==> config.mk <==
export PLATFORM = sky130hd
export DESIGN_NAME = mskmux_buf
export DESIGN_NICKNAME = d
export VERILOG_FILES = /design/src/rtl/mskmux_buf.sv
export SDC_FILE = /design/constraint.sdc
export NUM_CORES = 1
export LEC_CHECK = 0
export CORE_AREA = 2 2 39 41
export CTS_CLUSTER_DIAMETER = 150
export DETAILED_ROUTE_END_ITERATION = 8
export DIE_AREA = 0 0 41 43
export SKIP_CTS_REPAIR_TIMING = 1
export SLEW_MARGIN = 0
export SYNTH_ARGS = -nofsm -noshare
export SYNTH_HDL_FRONTEND = slang
export SYNTH_SLANG_ARGS = --single-unit
export TNS_END_PERCENT = 100
==> constraint.sdc <==
create_clock -name clk -period 1.7 [get_ports clk]
set_input_delay 0.34 -clock clk [delete_from_list [all_inputs] [get_ports clk]]
set_output_delay 0.34 -clock clk [all_outputs]
set_load 0.03 [all_outputs]
==> src/rtl/mskmux_buf.sv <==
// mskmux_buf: registered N-way masked mux with non-sensitive select feeding a 2-entry skid buffer
// Ports:
//   clk, rst_n            clock, asynchronous active-low reset
//   in_valid/in_ready     input handshake; in_ready is a registered flag
//   in_sel                binary select (non-sensitive), out-of-range selects capture zero and flag err
//   in_data               n_in sharings of count*d bits, sharing i at [(i+1)*count*d-1 : i*count*d]
//   out_valid/out_ready   output handshake
//   out_data, out_err     head entry data and out-of-range flag, driven from registers
module mskmux_buf #(
  parameter int d = 1,
  parameter int count = 1,
  parameter int n_in = 4,
  parameter bit CLEAR = 1'b1,
  localparam int SEL_W = ($clog2(n_in) > 0) ? $clog2(n_in) : 1
) (
  input  logic                      clk,
  input  logic                      rst_n,
  input  logic                      in_valid,
  output logic                      in_ready,
  input  logic [SEL_W-1:0]          in_sel,
  input  logic [n_in*count*d-1:0]   in_data,
  output logic                      out_valid,
  input  logic                      out_ready,
  output logic [count*d-1:0]        out_data,
  output logic                      out_err
);
  localparam int W = count * d;
  logic [W-1:0] slices [n_in];
  logic [W:0] main_q, skid_q, main_n, skid_n, new_e;
  logic [1:0] occ, occ_n;
  logic rdy, push, pop, sel_ok, ld_main, ld_skid, mv, clr_main;
  for (genvar i = 0; i < n_in; i++) begin : g_slice
    assign slices[i] = in_data[i*W +: W];
  end
  // Shares are moved as whole bit-vectors; the select only gates which slice is taken.
  assign sel_ok = 32'(in_sel) < n_in;
  assign new_e = sel_ok ? {1'b0, slices[in_sel]} : {1'b1, {W{1'b0}}};
  assign push = in_valid & rdy;
  assign pop = out_valid & out_ready;
  assign ld_main = push & ((occ == 2'd0) | pop);
  assign ld_skid = push & ~pop & (occ == 2'd1);
  assign mv = pop & (occ == 2'd2);
  assign clr_main = pop & ~push & (occ == 2'd1);
  always_comb begin
    main_n = ld_main ? new_e : mv ? skid_q : (clr_main && CLEAR) ? '0 : main_q;
    skid_n = ld_skid ? new_e : (mv && CLEAR) ? '0 : skid_q;
    occ_n = occ + {1'b0, push} - {1'b0, pop};
  end
  always_ff @(posedge clk or negedge rst_n) begin
    if (!rst_n) begin
      occ <= '0;
      main_q <= '0;
      skid_q <= '0;
      rdy <= 1'b0;
    end else begin
      occ <= occ_n;
      main_q <= main_n;
      skid_q <= skid_n;
      rdy <= occ_n != 2'd2;
    end
  end
  assign in_ready = rdy;
  assign out_valid = occ != 2'd0;
  assign out_data = main_q[W-1:0];
  assign out_err = main_q[W];
endmodule

==> impl_results.md <==
* Period utilization at 96.42%
* Peak supply drop at 968.0 µV
* Power per cell area at 1637 mW/mm²
* DIE HEIGHT at 43 µm
* Post-route DRC at 0
* Crit path time final at 1.639 ns
* Slowest CP cell: clkdlybuf4s50_1
* Clock Skew at 0.0004949 ns
* Num CTS Buffers at 3
* Htree depth at 1
* Reg clk slew, reported paths at 0.04 ns
* Initial antenna violation count at 0
* Clk buf depth at 2
* Dpl ws at -0.2554 ns
* Diodes inserted at 0
* Setup TNS at 0 ns
* Gpl congestion at 0.7332
* Post-layout util at 41.14%
* Met1 Resource Use GR at 14.24%
* Register share of total power at 23.4%
* Most used flip-flop cell after synthesis: dfrtp_1
* RSZ-0062 raised after global routing: false
* Die W at 41 µm
* Row count at 14
* #FFs+latches synth at 5
* Share of flip-flops with an asynchronous set or reset at 100.0%
* Post-DR wirelength/cell at 9.153 µm
* LEAKAGE at 0.2674 nW
* Worst hold-check path type: input port to asynchronous set/reset pin
* Mapped Cells at 35
* Critical Path Sink Type: register
* Final Max Tran Viols at 0
* Most frequent cells in the layout: 10 x clkdlybuf4s50_1, 6 x buf_4, 5 x dfrtp_1, 4 x inv_1
* Clk sink count at 5
* Layout Nets at 70
* Sw Ratio at 38.88%
* Top Usage Layer GRT: met1
* Commonest non-fill, non-tap cell in the layout: clkdlybuf4s50_1
* Initial DRC Count at 3
* P&R area growth vs syn at 68.52%
* Layout cells sized above 1 at 28.57%
* Via count of the first global-routing pass at 265
* Stages on the worst setup path at 9
* CTS tree: yes
* Die area at 0.001763 mm²
* Total number of vias at 302
* Drt pass-1 iters at 2
* CP Max Fanout at 2
* Final ANT Viol Nets at 0
* Worst path bufs/invs at 3
* Initial Util at 24.41%
* Skew-Pair Late Insertion Delay at 0.23 ns
* Total Wirelength at 659 µm
* Met3 Track Usage GR at 1.571%
* Largest net degree at the start of global routing at 8
* Status: finished clean
* Int Pwr at 0.0005694 W
* Ports at 14
* Grt met2 use at 10.31%
* Max Cap Violations at 0
* Critical Path RT at 1.82 ns
* Total GRT Usage at 9.220%
* Hpwl dp at 571.7 µm
* Tot Pwr at 0.0009317 W
* FMAX at 0.6101 GHz
* Yosys warns at 0
* Syn nets at 48
* Startpoint types: input port
* CP Class: input port to register
* Clock power share at 14.2%
* Mapped Area at 337.8 µm²
* Power share of the combinational group at 62.4%
* Core area at 0.001384 mm²
* Yosys cell types at 20
* Endpoints failing setup at 0
* Post-synth EDFFs at 0
* FF-to-FF path depth at 8
* Sequential fraction of the synthesis area at 37.04%
* Crit path cell chain: clkdlybuf4s50_1 -> nand2_1 -> inv_1 -> ha_1 -> inv_1 -> ha_2 -> xnor2_2 -> xnor2_2 -> nand2b_1
* Crit-path max cell delay at 0.39 ns
* Root buffer cell: clkbuf_4
* Setup WS post-layout at 0.06079 ns
* Net switching power figure at 0.0003622 W
* Detailed-route vias per instance at 4.194
* First-pass GRT wire length at 1048 µm
* Grt ovf at 0
* Hold Vio Cnt, Final at 0
* Critical path arrival at 1.76 ns
* Crit path max-delay family: buffers and inverters
* Mean Syn Cell Area at 9.652 µm²
* IO Port Bufs at 12
-- area by class of cell --
class	count	area [µm²]
inverters	4	15.01
well taps	16	20.02
flip-flops and latches	5	125.1
repair buffers	18	170.2
fillers	137	814.5
clock buffers	4	26.28
multi-input cells	25	212.7
-- power groups by stage --
stage	Clock (W)	Sequential [W]	Combinational [W]
2_1_floorplan	0	0.000277	0.000258
3_3_place_gp	0	0.000217	0.000519
3_5_place_dp	0	0.000220	0.000524
4_1_cts	0.000141	0.000219	0.000527
5_1_grt	0.000152	0.000223	0.000635
6_report	0.000133	0.000218	0.000581
-- state kept, by name, summed over array words and instances, names as in the netlist --
register and count:
occ 2, in_ready 1, main_q 1, skid_q 1
-- path summary, 6_finish.rpt --
check | startpoint | endpoint | slack, ns
worst max-delay path | in_valid | in_ready$_DFF_PN0_ | 0.06
worst min-delay path | rst_n | main_q[0]$_DFFE_PN0P_ | 0.32
worst max register to register | occ[1]$_DFF_PN0_ | in_ready$_DFF_PN0_ | 0.07
worst min register to register | skid_q[0]$_DFFE_PN0P_ | skid_q[0]$_DFFE_PN0P_ | 0.62
max in group asynchronous | rst_n | occ[1]$_DFF_PN0_ | 1.20
min in group clk | skid_q[0]$_DFFE_PN0P_ | skid_q[0]$_DFFE_PN0P_ | 0.62
-- kinds of logic (layout without fill, tap and decap cells) --
group / Yosys count / in the layout / share of synthesized area, %
AOI/OAI and AO/OA: 6 / 6 / 10.37
DFF: 5 / 5 / 37.04
and+or+nand+nor: 12 / 12 / 21.85
adders and majority gates: 3 / 3 / 11.11
other: 1 / 1 / 1.110
buffers and inverters: 5 / 26 / 6.666
muxes: 1 / 1 / 6.666
xor gates and xnor gates: 2 / 2 / 5.186
-- layer usage --
metal / part of all wire, % / vias up
met5: 0 / -
met4: 0 / 0
met2: 46 / 7
met1: 49 / 139
li1: - / 156
met3: 4.1 / 0
-- worst reg2reg max path, stage by stage (launching register included) --
cell and delay, ns:
dfrtp_1 0.37, or2_4 0.26, nand2_2 0.07, ha_1 0.22, inv_1 0.06, ha_2 0.18
xnor2_2 0.13, xnor2_2 0.15, nand2b_1 0.08
-- per-stage QoR --
| step | cell area, µm² | hold slack [ns] | std cells |
|---|---|---|---|
| final | 569.3 | 0.3175 | 72 |
| after floorplan | 340.3 | 0.04441 | 35 |
| after CTS | 544.3 | 0.3122 | 72 |
| after global routing | 569.3 | 0.3145 | 72 |
| after detailed placement | 518.0 | 0.5702 | 68 |
| after global placement | 518.0 | 0.5723 | 68 |
-- Yosys cell counts, types with 2 or more instances --
cell type,n,area share [%]
nand2_1,4,4.4
xnor2_1,2,5.2
ha_1,3,11
o21ai_0,2,3.0
dfrtp_1,5,37
a21oi_1,2,3.0
inv_1,4,4.4
(Power assumes the default switching activity.)
